==> src/rtl/ssd_pkg.sv <==
// Shared types and constants for the seven-segment scan driver.
// Segment bus order is {a,b,c,d,e,f,g,dp}, active-low (0 = lit).
package ssd_pkg;

  localparam int unsigned SEG_W = 8;

  typedef logic [SEG_W-1:0] seg_t;

  localparam seg_t SEG_OFF = 8'hFF;

  // Hex glyphs in {a..g}, active-low
  localparam logic [6:0] SEG_HEX_0 = 7'b0000001;
  localparam logic [6:0] SEG_HEX_1 = 7'b1001111;
  localparam logic [6:0] SEG_HEX_2 = 7'b0010010;
  localparam logic [6:0] SEG_HEX_3 = 7'b0000110;
  localparam logic [6:0] SEG_HEX_4 = 7'b1001100;
  localparam logic [6:0] SEG_HEX_5 = 7'b0100100;
  localparam logic [6:0] SEG_HEX_6 = 7'b0100000;
  localparam logic [6:0] SEG_HEX_7 = 7'b0001111;
  localparam logic [6:0] SEG_HEX_8 = 7'b0000000;
  localparam logic [6:0] SEG_HEX_9 = 7'b0000100;
  localparam logic [6:0] SEG_HEX_A = 7'b0001000;
  localparam logic [6:0] SEG_HEX_B = 7'b1100000;
  localparam logic [6:0] SEG_HEX_C = 7'b0110001;
  localparam logic [6:0] SEG_HEX_D = 7'b1000010;
  localparam logic [6:0] SEG_HEX_E = 7'b0110000;
  localparam logic [6:0] SEG_HEX_F = 7'b0111000;

  // Append the active-low decimal point to a glyph
  function automatic seg_t seg_pack(input logic [6:0] glyph, input logic dp_lit);
    return {glyph, ~dp_lit};
  endfunction

endpackage

==> src/rtl/ssd_hex_decoder.sv <==
// Combinational hex nibble + decimal point to active-low segment bus.
// Ports: nibble (4-bit value), dp (1 = point lit), seg_c (segment bus).
module ssd_hex_decoder
  import ssd_pkg::*;
(
  input  logic [3:0] nibble,
  input  logic       dp,
  output seg_t       seg_c
);

  logic [6:0] glyph;

  // Glyph lookup
  always_comb begin
    glyph = SEG_HEX_8;
    unique case (nibble)
      4'h0: glyph = SEG_HEX_0;
      4'h1: glyph = SEG_HEX_1;
      4'h2: glyph = SEG_HEX_2;
      4'h3: glyph = SEG_HEX_3;
      4'h4: glyph = SEG_HEX_4;
      4'h5: glyph = SEG_HEX_5;
      4'h6: glyph = SEG_HEX_6;
      4'h7: glyph = SEG_HEX_7;
      4'h8: glyph = SEG_HEX_8;
      4'h9: glyph = SEG_HEX_9;
      4'hA: glyph = SEG_HEX_A;
      4'hB: glyph = SEG_HEX_B;
      4'hC: glyph = SEG_HEX_C;
      4'hD: glyph = SEG_HEX_D;
      4'hE: glyph = SEG_HEX_E;
      4'hF: glyph = SEG_HEX_F;
    endcase
  end

  assign seg_c = seg_pack(glyph, dp);

endmodule

==> src/rtl/ssd_scan_driver.sv <==
// Time-multiplexed common-anode seven-segment driver. Captures a packed hex
// value with per-digit decimal points and scans it one digit per refresh slot,
// swapping in new values only at frame boundaries so the display never tears.
// Ports: clk, rst_n (async active-low), bin/dp_in/load (value capture),
//        D_ssd (active-low segments), d (active-low digit enables),
//        pending (captured value awaiting boundary), frame_done (boundary pulse).
// Build option: SSD_LEADING_ZERO_BLANK_EN blanks leading zero digits.
module ssd_scan_driver
  import ssd_pkg::*;
#(
  parameter int unsigned DIGITS   = 4,
  parameter int unsigned DIV_BITS = 16
) (
  input  logic                clk,
  input  logic                rst_n,
  input  logic [4*DIGITS-1:0] bin,
  input  logic [DIGITS-1:0]   dp_in,
  input  logic                load,
  output seg_t                D_ssd,
  output logic [DIGITS-1:0]   d,
  output logic                pending,
  output logic                frame_done
);

  localparam int unsigned IDX_W = $clog2(DIGITS);
  localparam int unsigned BIN_W = 4 * DIGITS;
  localparam logic [IDX_W-1:0] IDX_LAST = IDX_W'(DIGITS - 1);

  logic [DIV_BITS-1:0] div;
  logic [IDX_W-1:0]    idx;
  logic                running;
  logic [BIN_W-1:0]    stage_bin;
  logic [DIGITS-1:0]   stage_dp;
  logic [BIN_W-1:0]    shadow_bin;
  logic [DIGITS-1:0]   shadow_dp;

  logic                tick;
  logic                boundary;
  logic [IDX_W-1:0]    idx_adv;
  logic [BIN_W-1:0]    shadow_bin_nxt;
  logic [DIGITS-1:0]   shadow_dp_nxt;
  logic                pending_nxt;

  logic [3:0]          nib;
  logic                dp_sel;
  logic                idx_valid;
  logic                blank;
  seg_t                dec_seg;
  seg_t                seg_disp;
  logic [DIGITS-1:0]   d_disp;

  // Slot timing, index advance and frame-boundary value transfer.
  // The first tick after reset lights digit 0 instead of stepping past it.
  always_comb begin
    tick           = &div;
    boundary       = tick && running && (idx == IDX_LAST);
    idx_adv        = idx;
    shadow_bin_nxt = shadow_bin;
    shadow_dp_nxt  = shadow_dp;
    pending_nxt    = pending;

    if (tick && running) begin
      idx_adv = (idx == IDX_LAST) ? '0 : idx + 1'b1;
    end

    if (boundary) begin
      pending_nxt = 1'b0;
      if (load) begin
        shadow_bin_nxt = bin;
        shadow_dp_nxt  = dp_in;
      end else if (pending) begin
        shadow_bin_nxt = stage_bin;
        shadow_dp_nxt  = stage_dp;
      end
    end else if (load) begin
      pending_nxt = 1'b1;
    end
  end

  // Select the digit about to be shown; uses the post-boundary shadow so
  // a fresh frame starts with the new value on digit 0.
  always_comb begin
    nib       = 4'h0;
    dp_sel    = 1'b0;
    idx_valid = 1'b0;
    blank     = 1'b0;
    for (int k = 0; k < int'(DIGITS); k++) begin
      if ({1'b0, idx_adv} == (IDX_W + 1)'(k)) begin
        nib       = shadow_bin_nxt[4*k +: 4];
        dp_sel    = shadow_dp_nxt[k];
        idx_valid = 1'b1;
      end
    end
`ifdef SSD_LEADING_ZERO_BLANK_EN
    begin : lead_zero
      logic zero_run;
      zero_run = 1'b1;
      // Walk from the most significant digit down; digit 0 is never blanked
      for (int k = int'(DIGITS) - 1; k > 0; k--) begin
        zero_run = zero_run && (shadow_bin_nxt[4*k +: 4] == 4'h0);
        if ({1'b0, idx_adv} == (IDX_W + 1)'(k)) begin
          blank = zero_run && !shadow_dp_nxt[k];
        end
      end
    end
`endif
  end

  ssd_hex_decoder u_dec (
    .nibble (nib),
    .dp     (dp_sel),
    .seg_c  (dec_seg)
  );

  // An out-of-range index leaves the bank dark
  always_comb begin
    seg_disp = (idx_valid && !blank) ? dec_seg : SEG_OFF;
    d_disp   = idx_valid ? ~(DIGITS'(1) << idx_adv) : '1;
  end

  // State and output registers; outputs change together only on a tick
  always_ff @(posedge clk or negedge rst_n) begin
    if (!rst_n) begin
      div        <= '0;
      idx        <= '0;
      running    <= 1'b0;
      stage_bin  <= '0;
      stage_dp   <= '0;
      shadow_bin <= '0;
      shadow_dp  <= '0;
      pending    <= 1'b0;
      frame_done <= 1'b0;
      D_ssd      <= SEG_OFF;
      d          <= '1;
    end else begin
      div        <= div + 1'b1;
      shadow_bin <= shadow_bin_nxt;
      shadow_dp  <= shadow_dp_nxt;
      pending    <= pending_nxt;
      frame_done <= boundary;
      if (load) begin
        stage_bin <= bin;
        stage_dp  <= dp_in;
      end
      if (tick) begin
        running <= 1'b1;
        idx     <= idx_adv;
        D_ssd   <= seg_disp;
        d       <= d_disp;
      end
    end
  end

endmodule

==> config.mk <==
export PLATFORM = sky130hd
export DESIGN_NAME = ssd_scan_driver
export DESIGN_NICKNAME = d
export VERILOG_FILES = /design/src/rtl/ssd_pkg.sv /design/src/rtl/ssd_hex_decoder.sv /design/src/rtl/ssd_scan_driver.sv
export SDC_FILE = /design/constraint.sdc
export NUM_CORES = 1
export LEC_CHECK = 0
export CAP_MARGIN = 10
export CORE_MARGIN = 2
export CORE_UTILIZATION = 51
export DETAILED_ROUTE_END_ITERATION = 12
export PLACE_DENSITY = 0.76
export SETUP_SLACK_MARGIN = 0.05
export SYNTH_ARGS = -nofsm -noshare
export SYNTH_HDL_FRONTEND = slang
export SYNTH_SLANG_ARGS = --single-unit
==> constraint.sdc <==
create_clock -name clk -period 3.55 [get_ports clk]
set_clock_uncertainty 0.2 [all_clocks]
set_input_delay 0.71 -clock clk [delete_from_list [all_inputs] [get_ports clk]]
set_output_delay 0.71 -clock clk [all_outputs]
set_load 0.02 [all_outputs]
After elaboration in Yosys (flattened, before gate mapping)
Memories as Yosys holds them, arrays and structs flattened. A register that Yosys moved wholly into a read port is not among the register bits.
Cells that the tools add are included.
{"block": "word_totals", "register_bits": 73, "latch_bits": 0, "ramBits": 0, "rom_bits": 112, "output_inout_bits": 14, "memories": 1}
{"block": "classes", "n_addsub": 2, "mul": 0, "div_mod_pow": 0, "order_cmp": 0, "n_eq_ne": 4, "shifts": 1, "mux": 24, "bitwise": 2, "n_reduce_logical": 6}
{"memory": "(name not given)", "depth": 16, "width": 7, "read_ports": 1, "rd_ports_with_merged_regs": 1, "wr": 0, "line_no": "ssd_hex_decoder.sv:16", "text": "unique case (nibble)"}
{"cell": "$mux 16", "count": 3}
{"cell": "$mux 4", "count": 8}
{"cell": "$add 16x1->16 const B", "count": 1}
{"cell": "$reduce_and 16->1", "count": 1}
{"cell": "$mux 1", "count": 10}
{"cell": "$mux 8", "count": 1}
{"cell": "$eq 2x2->1 const B", "count": 3}
{"cell": "$mux 2", "count": 2}
{"cell": "$not 4->4", "count": 1}
{"cell": "$shl 1x2->4 const A", "count": 1}
{"cell": "$add 2x1->2 const B", "count": 1}
{"cell": "$eq 2x1->1 const B", "count": 1}
{"cell": "$logic_and 1x1->1", "count": 2}
{"cell": "$logic_not 2->1", "count": 1}
{"cell": "$reduce_bool 2->1", "count": 1}
{"cell": "$logic_not 1->1", "count": 1}
{"cell": "$not 1->1", "count": 1}

Depth between registers and ports, before layout
Gate-level depths: netlist (run 1).
{"block": "logic_depth", "word_depth": 10, "mapped_depth": 14, "depth_no_buf": 13}

By module
Synthesis (run 1) repeated with hierarchy kept, for this count alone.
{"block": "unflattened", "cells_unflattened": 246, "hier_area_um2": 3330.7}
{"module": "ssd_scan_driver", "instances": 1, "cells_each": 213, "area_per_inst_um2": 3052.9, "seq_area_each_um2": 1841.8}
{"module": "ssd_hex_decoder", "instances": 1, "cells_each": 33, "area_per_inst_um2": 277.8, "seq_area_each_um2": 0.0}

Worst setup path before layout (run 1)
OpenSTA, ideal clock, no wires.
{"block": "synth_timing", "path_kind": "input port to flip-flop", "startpoint": "input port load", "endpoint": "register D_ssd[3]", "arrival_ns": 3.320, "required_ns": 3.267, "setup_slack_ns": -0.053, "stages": 12, "n_path_buf": 2, "cell_sequence": "buf_1 > clkbuf_1 > mux2_2 > mux2_2 > a211oi_1 > or2_2 > inv_1 > ha_1 > o41ai_1 > o31ai_1 > a221oi_1 > nor2_1"}
{"block": "synth_between", "elab_cells_between_ends": 6, "classes_between": "6 x mux"}
{"element": "start, declared", "line_no": "ssd_scan_driver.sv:18", "text": "input logic load,"}
{"element": "$mux 16", "line_no": "ssd_scan_driver.sv:68", "text": "if (load) begin"}
{"element": "$mux 16", "line_no": "ssd_scan_driver.sv:66", "text": "if (boundary) begin"}
{"element": "named net shadow_bin_nxt[4]", "line_no": "ssd_scan_driver.sv:40", "text": "logic [BIN_W-1:0] shadow_bin_nxt;"}
{"element": "$mux 4 (3 in series)", "line_no": "ssd_scan_driver.sv:88", "text": "if ({1'b0, idx_adv} == (IDX_W + 1)'(k)) begin"}
{"element": "end, declared", "line_no": "ssd_scan_driver.sv:19", "text": "output seg_t D_ssd,"}
The timed path passes the listed nets, and every way through them passes these cells.
A chain may end at the register's enable or synchronous reset.

Worst setup path after layout (run 1)
{"block": "layout_timing", "startpoint": "register div[2]", "endpoint": "register D_ssd[1]"}
{"block": "layout_between", "elab_chain_cells": 8, "elab_cells_between_ends": 13, "classes_between": "3 x eq/ne; 6 x mux; 4 x reduce/logical"}
{"element": "start, declared", "line_no": "ssd_scan_driver.sv:29", "text": "logic [DIV_BITS-1:0] div;"}
{"element": "start signal, assigned", "line_no": "ssd_scan_driver.sv:136", "text": "div <= div + 1'b1;"}
{"element": "$reduce_and 16->1 *", "line_no": "ssd_scan_driver.sv:55", "text": "tick = &div;"}
{"element": "$logic_and 1x1->1", "line_no": "ssd_scan_driver.sv:56, ssd_scan_driver.sv:62"}
{"element": "$mux 2 / $logic_and 1x1->1 (equally long branches)", "line_no": "ssd_scan_driver.sv:62, ssd_scan_driver.sv:56"}
{"element": "$logic_not 2->1 / $mux 16 (equally long branches)", "line_no": "ssd_scan_driver.sv:88, ssd_scan_driver.sv:66"}
{"element": "$mux 4 (4 in series)", "line_no": "ssd_scan_driver.sv:88"}
Mark *: on every way between the ends. The rest lies on a longest branch, timed or not.

==> results of run 1 <==
[layout make-up]
type	count	area share
sequential	73	0.417
multi-input combinational	202	0.340
timing repair buffer	80	0.159
clock buffer	12	0.0352
tap	77	0.0218
clock inverter	4	0.0173
inverter	10	0.00964
[critical path: cells and delay by family, from the launching register on]
family                 cells  cell delay (ps)
AND/OR/NAND/NOR            4             1690
AO/OA/AOI/OAI              2              230
flip-flops                 1              410
multiplexers               1              310
buffers and inverters      2              380
[cell families (layout without fill, tap and decap cells)]
| kind of cell | Yosys count | in the layout | synth area share |
|---|---|---|---|
| AOI/OAI and AO/OA | 57 | 57 | 0.110 |
| xor gates and xnor gates | 14 | 14 | 0.0356 |
| adders and majority gates | 8 | 8 | 0.0290 |
| buffers and inverters | 22 | 106 | 0.0323 |
| DFF | 73 | 73 | 0.534 |
| muxes | 32 | 32 | 0.112 |
| and+or+nand+nor | 91 | 91 | 0.147 |
[placed cells by master (no fill, tap or decap), types with 2 or more instances in the layout]
master           netlist  final
a211oi_1               8      8
a21o_1                 2      2
a21oi_1                7      7
a31oi_1               11     11
and2_1                 2      2
and3_1                 5      5
and4_1                 4      4
and4_4                 2      2
buf_4                  1     43
bufinv_16              0      2
clkbuf_8               0     11
clkdlybuf4s50_1        0     34
clkinv_4               1      2
dfrtp_1               61     61
dfstp_2               12     12
ha_1                   8      8
inv_1                  9      9
mux2_2                27     27
mux2i_4                2      2
nand2_1               22     22
nand2b_1               3      3
nand3_1               19     19
nand4_1                4      4
nor2_1                17     17
o211ai_1               3      3
o21a_1                 2      2
o21ai_0               13     13
o22a_1                 2      2
xnor2_1               12     12
xor2_1                 2      2
[state kept, by name (all words and copies together) (netlist names)]
signal	flops
shadow_bin	16
stage_dp	4
D_ssd	8
frame_done	1
stage_bin	16
shadow_dp	4
idx	2
d	4
running	1
pending	1
div	16
[power by group through the flow]
| stage | registers [mW] | clock network (mW) | logic, mW |
|---|---|---|---|
| after floorplan | 0.873 | 0 | 0.0341 |
| after global routing | 0.862 | 0.797 | 0.0966 |
| after detailed placement | 0.876 | 0 | 0.0897 |
| after CTS | 0.861 | 0.760 | 0.0906 |
| after global placement | 0.874 | 0 | 0.0863 |
| final | 0.860 | 0.745 | 0.0886 |
[timing repair]
item / in CTS / in global routing
setup buffers: 0 / 3
setup endpoints to repair: 0 / 2
resized for setup: 0 / 2
[path summary, 6_finish.rpt]
path                       startpoint  endpoint  slack [ps]
setup / recovery               div[2]  D_ssd[1]         260
hold / removal                  rst_n   pending         190
setup reg to reg               div[2]  D_ssd[1]         260
hold reg to reg                div[5]    div[5]         270
max in group asynchronous       rst_n      d[0]        2120
min in group clk               div[5]    div[5]         270
[layer usage]
layer  part of all wire  wire length (um)  vias to the layer above
met2               0.47              3550                       65
met1               0.46              3470                     1275
met3              0.046               343                        9
met5                  0                 0                        -
met4              0.014               107                        0
li1                   -                 -                     1229
[metrics by stage]
stage | power (mW) | instance area, sq um
4_1_cts | 1.71 | 4380
2_1_floorplan | 0.908 | 3450
6_report | 1.69 | 4410
5_1_grt | 1.76 | 4410
3_3_place_gp | 0.961 | 4150
3_5_place_dp | 0.966 | 4150
==> reports/metrics.csv, run 1 <==
stage,metric,value,unit
run_status,status,"complete, no violations",
clocking,Max H-tree Level,3,
global_route,GR Util met2,0.335,
synth,Syn Nets,328,
sta,Worst Hold Margin,190,ps
setup_path,crit start category,flop,
finish,post-layout util,0.683,
sta,final cycle utilization of the critical path,0.926,
clocking,Num CTS Buffers,9,
setup_path,CP cell instances,and4_1 -> and4_4 -> mux2i_4 -> buf_4 -> a211oi_1 -> or4_1 -> buf_4 -> or3_1 -> a31oi_1,
setup_path,Critical Path Most Common Cell,buf_4,
global_route,GRT overflow,0,
placed_design,Cells after DPL,439,
routing,DR vias/cell,5.63,
placed_design,GPL Wtd Cong,0.855,
floorplan,Ports,37,
floorplan,DIE HEIGHT,86.2,um
finish,share of cells above drive strength 1,0.294,
power_and_ir_drop,leakage power,2.01,nW
global_route,antenna violations before repair,0,
global_route,vias in the first global route,2588,
floorplan,Core ar.,6460,sq um
clocking,hold buffers post-CTS,0,
floorplan,Die X,86.2,um
synth,Yosys warning total,0,
sta,"Slew Viols, Final",0,
global_route,grt peak-use layer,met2,
setup_path,"Slowest-stage cell, CP",or4_1,
setup_path,Worst EP required,3620,ps
flow_run,Max-cap violations,0,
sta,relative slew slack,0.562,
floorplan,Die ar.,7430,sq um
finish,# fillers,487,
setup_path,worst path arrival time,3360,ps
power_and_ir_drop,Sw Pwr,0.356,mW
sta,RSZ-0062 raised after global routing,false,
global_route,first-pass GRT wire length,12.3,mm
placed_design,DP Worst Slack,-176,ps
power_and_ir_drop,sequential share of power,0.508,
clocking,CTS max path bufs,2,
finish,Antenna Cells,0,
power_and_ir_drop,clock power share,0.440,
finish,synthesis-to-finish area growth,28.0,%
placed_design,Buffers on Ports,36,
sta,final worst path period need,3290,ps
synth,Post-synth ARST share,1.00,
sta,Max Fclk,0.304,GHz
synth,Cells after Synth,297,
global_route,met1 global-route usage,0.303,
global_route,largest net degree at the start of global routing,29,
sta,Setup-failing EPs final,0,
power_and_ir_drop,peak supply drop,0.230,mV
routing,DRT antenna net count,0,
sta,Fin. Hold Viols,0,
floorplan,row count,29,
power_and_ir_drop,Int Pwr,1.34,mW
routing,DRT iter0 DRCs,190,
synth,post-synth top area share,0.443,
synth,"EDFF count, synth",0,
finish,area of the multi-input gates,1500,sq um
finish,Final Instance Count excl. Fillers,458,
worst_hold_path,hold crit path type,in2async,
synth,Synth Register Bits,73,
setup_path,critical-path maximum fanout,7,
power_and_ir_drop,Combinational Power Share,0.052,
routing,DRT Pass-1 Iters,4,
clocking,clk slew on worst S/H paths,80,ps
clocking,CTS root buf,clkbuf_8,
global_route,All-Layer GR Usage,0.216,
synth,"Top FF cell, synth",dfrtp_1,
sta,Final WS setup,261,ps
setup_path,critical path type,reg2reg,
placed_design,hpwl dp,5.41,mm
finish,sequential cell area,1840,sq um
synth,"Seq/Total Area, Yosys",0.534,
synth,largest cells by area after synthesis,"dfrtp_1 44%, dfstp_2 9.1%, mux2_2 8.8%",
synth,synth unique cells,55,
power_and_ir_drop,switch share,0.210,
routing,DRC viols,0,
synth,top post-synthesis cells by count,"61 x dfrtp_1, 27 x mux2_2, 22 x nand2_1, 19 x nand3_1, 17 x nor2_1",
synth,cell with the most instances after synthesis,dfrtp_1,
global_route,met3 GRT Util,0.0467,
setup_path,crit path capture type,flop,
sta,Setup TNS,0,ps
sta,worst-margin pin slew,658,ps
power_and_ir_drop,pwr/cell area,384,nW/um^2
setup_path,Worst path max stage delay,650,ps
synth,largest area contributor in the netlist,dfrtp_1,
clocking,clock tree sinks,73,
clocking,Worst-Skew Late Latency,350,ps
finish,nets@finish,407,
synth,"Avg Cell Area, Syn",11.6,sq um
floorplan,Initial Utilization,0.534,
clocking,CTS tree,built,
synth,area of the mapped netlist,3450,sq um
routing,Vias,2578,
setup_path,worst-case reg-to-reg path depth,9,
routing,routed length per instance,16.3,um
routing,total routed wirelength,7.47,mm
No activity file was read; power rests on OpenSTA's default activity.
==> run 2, diff against run 1 <==
--- a/config.mk
+++ b/config.mk
@@ -8,6 +8,7 @@
 export CAP_MARGIN = 10
 export CORE_MARGIN = 2
 export CORE_UTILIZATION = 51
+export CTS_CLUSTER_SIZE = 20
 export DETAILED_ROUTE_END_ITERATION = 12
 export PLACE_DENSITY = 0.76
 export SETUP_SLACK_MARGIN = 0.05
==> results of run 2 <==
Final layout, timing and power as in run 1 (identical DEF).
==> run 3, diff against run 2 <==
--- a/config.mk
+++ b/config.mk
@@ -5,7 +5,7 @@
 export SDC_FILE = /design/constraint.sdc
 export NUM_CORES = 1
 export LEC_CHECK = 0
-export CAP_MARGIN = 10
+export CAP_MARGIN = 20
 export CORE_MARGIN = 2
 export CORE_UTILIZATION = 51
 export CTS_CLUSTER_SIZE = 20
==> results of run 3 <==
Final layout, timing and power as in run 1 (identical DEF).
